`src/rtl/array_queue_ctrl.sv`:
```
// Valid/ready FIFO controller around a 1R1W synchronous-read array macro.
// A one-entry output register hides the macro's one-cycle read latency.
module array_queue_ctrl #(
    parameter int DEPTH = 64,
    parameter int AW    = 6,
    parameter int WIDTH = 420
) (
    input  logic             clock,
    input  logic             reset,
    input  logic             flush,
    input  logic             enq_valid,
    output logic             enq_ready,
    input  logic [WIDTH-1:0] enq_bits,
    output logic             deq_valid,
    input  logic             deq_ready,
    output logic [WIDTH-1:0] deq_bits,
    output logic [AW:0]      count,
    output logic [AW-1:0]    mem_R0_addr,
    output logic             mem_R0_en,
    input  logic [WIDTH-1:0] mem_R0_data,
    output logic [AW-1:0]    mem_W0_addr,
    output logic             mem_W0_en,
    output logic [WIDTH-1:0] mem_W0_data
);

    localparam logic [AW:0] DEPTH_V = (AW + 1)'(DEPTH);

    logic [AW-1:0]    wptr;
    logic [AW-1:0]    rptr;
    logic [AW:0]      used;
    logic [AW:0]      unread;
    logic             rd_pend;
    logic             out_valid;
    logic [WIDTH-1:0] out_reg;

    logic enq_fire;
    logic deq_fire;
    logic issue;
    logic capture;
    logic stage_blocked;

    // A slot stays allocated until its read data has left the macro output,
    // so the write pointer can never overtake an in-flight read.
    assign enq_ready = ~flush & (used < DEPTH_V);
    assign enq_fire  = enq_valid & enq_ready;

    assign deq_valid = out_valid | rd_pend;
    assign deq_bits  = out_valid ? out_reg : mem_R0_data;
    assign deq_fire  = deq_valid & deq_ready & ~flush;

    // Issue only when the output stage will be free to take the data next cycle.
    assign stage_blocked = (out_valid | rd_pend) & ~(deq_valid & deq_ready);
    assign issue         = ~flush & (unread != '0) & ~stage_blocked;
    assign capture       = rd_pend & ~deq_fire;

    assign mem_W0_en   = enq_fire;
    assign mem_W0_addr = wptr;
    assign mem_W0_data = enq_bits;
    assign mem_R0_en   = issue;
    assign mem_R0_addr = rptr;

    assign count = used + {{AW{1'b0}}, out_valid};

    always_ff @(posedge clock or posedge reset) begin
        if (reset) begin
            wptr      <= '0;
            rptr      <= '0;
            used      <= '0;
            unread    <= '0;
            rd_pend   <= 1'b0;
            out_valid <= 1'b0;
            out_reg   <= '0;
        end else if (flush) begin
            wptr      <= '0;
            rptr      <= '0;
            used      <= '0;
            unread    <= '0;
            rd_pend   <= 1'b0;
            out_valid <= 1'b0;
        end else begin
            if (enq_fire) begin
                wptr <= wptr + 1'b1;
            end
            if (issue) begin
                rptr <= rptr + 1'b1;
            end
            used    <= used + {{AW{1'b0}}, enq_fire} - {{AW{1'b0}}, rd_pend};
            unread  <= unread + {{AW{1'b0}}, enq_fire} - {{AW{1'b0}}, issue};
            rd_pend <= issue;
            // Pending read data that is not consumed directly parks in out_reg.
            if (capture) begin
                out_reg   <= mem_R0_data;
                out_valid <= 1'b1;
            end else if (out_valid & deq_fire) begin
                out_valid <= 1'b0;
            end
        end
    end

endmodule

```
`config.mk`:
```
export PLATFORM = sky130hd
export DESIGN_NAME = array_queue_ctrl
export DESIGN_NICKNAME = d
export VERILOG_FILES = /design/src/rtl/array_queue_ctrl.sv
export SDC_FILE = /design/constraint.sdc
export NUM_CORES = 1
export LEC_CHECK = 0
export CORE_AREA = 2 2 674 676
export DETAILED_ROUTE_END_ITERATION = 8
export DIE_AREA = 0 0 676 678
export SLEW_MARGIN = 20
export SYNTH_ARGS = -nofsm -noshare
export SYNTH_HDL_FRONTEND = slang
export SYNTH_SLANG_ARGS = --single-unit
```
`constraint.sdc`:
```
create_clock -name clock -period 40.2 [get_ports clock]
set_input_delay 10.05 -clock clock [delete_from_list [all_inputs] [get_ports clock]]
set_output_delay 10.05 -clock clock [all_outputs]
set_load 0.01 [all_outputs]
```
=== After elaboration in Yosys (flattened, before gate mapping) ===
Index checks and enable logic that the tools add are counted.
W data, S select, Z words.

* Multiplexer cells: 11
* Reductions and logical operators: 5
* Bitwise logic cells: 14
* $lt $le $gt $ge: 1
* Add/sub/neg operators: 7

{| class="wikitable"
|+ Operator list
! kind !! number
|-
| $mux W420 || 1
|-
| $mux W6 || 4
|-
| $add A7 B1 Y7 || 3
|-
| $mux W7 || 2
|-
| $sub A7 B1 Y7 || 2
|-
| $add A6 B1 Y6 const B || 2
|-
| $and A1 B1 Y1 || 9
|-
| $lt A7 B7 Y1 const B || 1
|-
| $reduce_bool A7 Y1 || 1
|-
| $mux W1 || 4
|-
| $not A1 Y1 || 4
|-
| $reduce_bool A2 Y1 || 2
|-
| $reduce_bool A3 Y1 || 1
|-
| $reduce_and A2 Y1 || 1
|-
| $or A1 B1 Y1 || 1
|}

* Logic and storage cells: 45
* Output and inout bits: 863
* Flip-flop bits (word level): 448

=== Depth between registers and ports, before layout ===
* Word-level depth: 8
* Depth in mapped cells: 14
* Depth with buffers taken out: 14

=== Least setup slack after synthesis ===
Ideal clock, no wire load.

* Path type: input port to output port
* From: input flush
* To: output mem_R0_en
* Arrival: 10,807 ps
* Setup slack: 19,343 ps
* Stages on the path: 4
* Required time: 30,150 ps
* Cell sequence: buf_2 > buf_2 > buf_1 > nor2_1

* Longest elaborated chain between the ends: 3

{| class="wikitable"
|+ RTL lines
! item !! line !! text
|-
| start: declaration || 10 || <nowiki>input logic flush,</nowiki>
|-
| $not A1 Y1 (no source line) || -- ||
|-
| $and A1 B1 Y1 (2 in series) || 53 || <nowiki>assign issue = ~flush & (unread != '0) & ~stage_blocked;</nowiki>
|-
| end: declaration || 19 || <nowiki>output logic mem_R0_en,</nowiki>
|}

No other way between the ends.

=== Final worst setup path ===
* From: input enq_valid
* To: output mem_W0_en

* Longest elaborated chain between the ends: 1

{| class="wikitable"
|+ RTL lines
! item !! line !! text
|-
| start: declaration || 11 || <nowiki>input logic enq_valid,</nowiki>
|-
| $and A1 B1 Y1 || 45 || <nowiki>assign enq_fire = enq_valid & enq_ready;</nowiki>
|-
| end: declaration || 22 || <nowiki>output logic mem_W0_en,</nowiki>
|}

No other way between the ends.

==> results by stage <==
Layout:
- The number of flip-flops in the largest register is 420.
- Relative to the synthesized area, the layout overhead comes to 59.5%.
- The number of nets in the layout is 3293.
- The final instance area is 40800 µm².
- The fraction of layout instances using a drive strength above 1 is 39.7%.

Placed design:
- The placed instances occupy a cell area of 38200 µm².
- The count of buffers from port buffering is 867.
- The final estimated routing congestion in global placement is 0.877.
- The sum of net half-perimeters after detailed placement is 263000 µm.

Critical path:
- The data arrival time of the worst path is 12.14 ns.
- The beginning of the critical path is enq_valid.
- In this run the critical register-to-register path is captured at out_reg[233]$_DFFE_PP0P_.
- The worst setup path is launched from a primary input.
- The largest fanout on the critical path is 7.
- The slack of the worst reg-to-reg path is 34.74 ns.
- The worst register-to-register path has a depth of 8.
- The worst setup path is captured at a primary output.
- The startpoint identified for the worst register-to-register timing path is rd_pend$_DFF_PP0_.
- At the worst endpoint, the required time is 30.15 ns.
- The endpoint of the most critical setup path is mem_W0_en.
- The critical path is of the primary input to primary output type.

Synthesis:
- The fraction of the mapped netlist area in simple logic gates is 1.51%.
- Counting every net in the synthesized netlist gives 2843.
- The most used flip-flop cell after synthesis is sky130_fd_sc_hd__dfrtp_1.
- The post-synthesis share of cell area spent on full adders, half adders and majority gates is 1.33%.
- The number of library cell types mapped by synthesis is 44.
- The total number of yosys warnings is 0.
- The proportion of synthesized flip-flops having asynchronous set or reset is 100%.
- Summing the areas of all compound-gate instances in the mapped netlist gives 0.787% of the synthesized area.
- The multiplexer share of the synthesized area is 37.0%.
- A synthesized cell averages 13.0 µm².
- Counting flops with a built-in enable in the synthesized netlist gives 0.
- The largest family of logic cells by synthesized area is multiplexers.
- Synthesis inferred 448 register bits.
- The area share of xor/xnor cells in the synthesized design is 0.616%.
- The part of the Yosys area used for sequential elements is 43.8%.
- The mapped cell area is 25600 µm².
- The synthesized instance count is 1972.

Global routing:
- The maximum number of pins on one net before global-route repair is 112.
- In this run the most used layer during global routing was met2.
- The via count of the first global-routing pass is 18.2k.
- The first global-routing pass estimated 332000 µm of wire.
- Global routing consumed, on the met1 layer, 7.85% of the routing resources.
- In the global route stage, met3 resource usage came out at 17.2%.
- The initial antenna violation count is 212.
- The aggregate global routing overflow is 0.
- The met2 track utilization from global routing is 18.9%.
- The total global-route track usage is 12.2%.

Clock tree:
- The clock reaches the later pin of the worst-skew pair after 0.78 ns.
- Clock-pin slew was measured on the worst setup and hold paths at 0.05 ns.
- The clock sink count is 448.
- Buffers inserted during clock tree synthesis total 75.
- The total number of H-tree levels is 3.
- Buffers inserted to repair hold after CTS numbered 0.
- In this run the clock root is driven by a sky130_fd_sc_hd__clkbuf_16.
- The TritonCTS clock tree is yes.
- Once the clock tree was built, the setup fixing pass inserted 0 buffers.
- The buffer depth of the longest clock path is 4.
- The number of resized instances in the post-cts repair step is 0.

STA:
- The count of final hold-check violations is 0.
- The maximum clock frequency is 0.0451 GHz.
- The max-slew violation count is 0.
- The time the worst path needs with I/O delays and setup is 22.19 ns.
- The clock tree skew after final layout is 0.0266 ns.
- The worst slew margin relative to its limit is 32.1%.
- The final clock period utilization by the worst path is 55.2%.
- Setup repair after global routing left no endpoint under its margin.
- Setup violations remaining at the end of the flow were counted as 0.
- At the pin with the least slew margin, the transition time is 1.02 ns.
- Summed over all failing endpoints, the final setup total negative slack is 0 ns.

Drt:
- The total iterations of the first detailed-routing run is 5.
- For this block, the initial DRC count from the detailed router was 966.
- The wire length reported by the detailed router is 291000 µm.
- The via count is 18.7k.
- For this run, design rule violations remaining after detail routing come to 0.
- In this run the remaining antenna-violating nets after routing total 0.
- The ratio of routed vias to standard cells is 2.20.
- After detailed routing, the average wire length per cell comes to 34.3 µm.

Floorplanning:
- The initialized floorplan defines 247 standard-cell rows.
- For this configuration, the core starts out at a cell density of 5.67%.
- The horizontal die dimension is 676 µm.
- The I/O pin total is 1708.
- The standard cell core area is 451000 µm².
- The die covers 458000 µm².
- The chip height is 678 µm.

Pwr:
- The analysis attributes to cell leakage a power of 13.8 nW.
- Overall power consumption after layout is estimated at 0.00221 W.
- In this run the power density over the cells is 54.1 nW/µm².
- Across the VDD grid, the largest voltage drop is 0.0324 mV.

Min path:
- The min-delay analysis places its worst path in the category flop to flop.

Status:
- The flow ran to the end, and the final reports show no timing, DRC or antenna violations.

Flow run:
- The number of maximum-capacitance constraint violations is 0.
how the worst min path moves through the flow:
stage | startpoint | to | cells past startpoint
floorplan | out_reg[0]$_DFFE_PP0P_ | out_reg[0]$_DFFE_PP0P_ | 1
global placement | out_reg[352]$_DFFE_PP0P_ | out_reg[352]$_DFFE_PP0P_ | 1
detailed placement | out_reg[322]$_DFFE_PP0P_ | out_reg[322]$_DFFE_PP0P_ | 1
CTS | out_reg[357]$_DFFE_PP0P_ | out_reg[357]$_DFFE_PP0P_ | 1
global route | out_reg[295]$_DFFE_PP0P_ | out_reg[295]$_DFFE_PP0P_ | 1
finish | out_reg[172]$_DFFE_PP0P_ | out_reg[172]$_DFFE_PP0P_ | 1
metal layers:
metal	vias up	routed length, µm
li1	7439	-
met1	8875	64300
met2	1789	127000
met3	447	87200
met4	174	10800
met5	-	1470
cells by family (layout without fill, tap and decap cells):
| group | Yosys count | count (layout) |
|---|---|---|
| AO/OA/AOI/OAI | 28 | 28 |
| XOR/XNOR | 18 | 18 |
| adder cells (fa/ha/maj) | 26 | 26 |
| buffers and inverters | 540 | 1039 |
| flip-flops | 448 | 448 |
| multiplexers | 842 | 842 |
| other | 0 | 47 |
| AND/OR/NAND/NOR | 70 | 70 |
report_power, final:
part	switching, W	leakage, nW	internal, W
combinational	0.000320	7.20	0.000418
sequential	0.000107	5.37	0.000673
clock	0.000277	1.20	0.000414
final cells by class:
| type | instances | area (µm²) |
|---|---|---|
| well taps | 5976 | 7480 |
| clock inverters | 24 | 335 |
| inverters | 22 | 90.1 |
| repair buffers | 891 | 8870 |
| flip-flops and latches | 448 | 11200 |
| multi-input cells | 984 | 10600 |
| diodes | 47 | 118 |
| clock buffers | 102 | 2130 |
| fillers | 52100 | 410000 |
layout by cell type, fill, tap and decap left out, types with 4 or more instances in the layout:
master	count
sky130_fd_sc_hd__and3_1	5
sky130_fd_sc_hd__buf_4	23
sky130_fd_sc_hd__bufinv_16	7
sky130_fd_sc_hd__clkbuf_1	13
sky130_fd_sc_hd__clkbuf_16	76
sky130_fd_sc_hd__clkbuf_8	13
sky130_fd_sc_hd__clkdlybuf4s50_1	867
sky130_fd_sc_hd__clkinv_2	7
sky130_fd_sc_hd__clkinvlp_4	4
sky130_fd_sc_hd__dfrtp_1	447
sky130_fd_sc_hd__diode_2	47
sky130_fd_sc_hd__ha_1	24
sky130_fd_sc_hd__inv_1	21
sky130_fd_sc_hd__mux2_2	840
sky130_fd_sc_hd__nand2_1	6
sky130_fd_sc_hd__nand3_1	4
sky130_fd_sc_hd__nand4_1	4
sky130_fd_sc_hd__nor2_1	21
sky130_fd_sc_hd__nor2b_1	6
sky130_fd_sc_hd__nor3_1	5
sky130_fd_sc_hd__nor3b_1	4
sky130_fd_sc_hd__o211ai_1	5
sky130_fd_sc_hd__o21ai_0	4
sky130_fd_sc_hd__xnor2_1	8
sky130_fd_sc_hd__xor2_1	10
critical path, stage by stage:
cell and delay (ns):
sky130_fd_sc_hd__clkdlybuf4s50_1 0.47, sky130_fd_sc_hd__nor2b_1 0.63, sky130_fd_sc_hd__and2_1 0.39, sky130_fd_sc_hd__clkdlybuf4s50_1 0.59
through the flow:
step	std cells	hold WS [ns]	setup WS, ns	util (%)
after floorplan	1972	0.475	17.66	-
after global placement	8321	0.483	18.03	8.47
after detailed placement	8321	0.490	18.04	8.47
after CTS	8447	0.502	18.02	9.02
after global routing	8460	0.509	17.92	9.02
final	8494	0.497	18.01	9.04
cells in the mapped netlist, types with 6 or more instances:
library cell	number	area, µm²
sky130_fd_sc_hd__xnor2_1	8	70.1
sky130_fd_sc_hd__inv_1	22	82.6
sky130_fd_sc_hd__xor2_1	10	87.6
sky130_fd_sc_hd__nand2_1	6	22.5
sky130_fd_sc_hd__buf_4	460	3450
sky130_fd_sc_hd__ha_1	24	300
sky130_fd_sc_hd__dfrtp_1	448	11200
sky130_fd_sc_hd__mux2_2	840	9460
sky130_fd_sc_hd__nor2b_1	6	37.5
sky130_fd_sc_hd__clkbuf_1	8	30.0
sky130_fd_sc_hd__buf_2	48	240
sky130_fd_sc_hd__nor2_1	21	78.8
No activity file was read; power rests on OpenSTA's default activity.
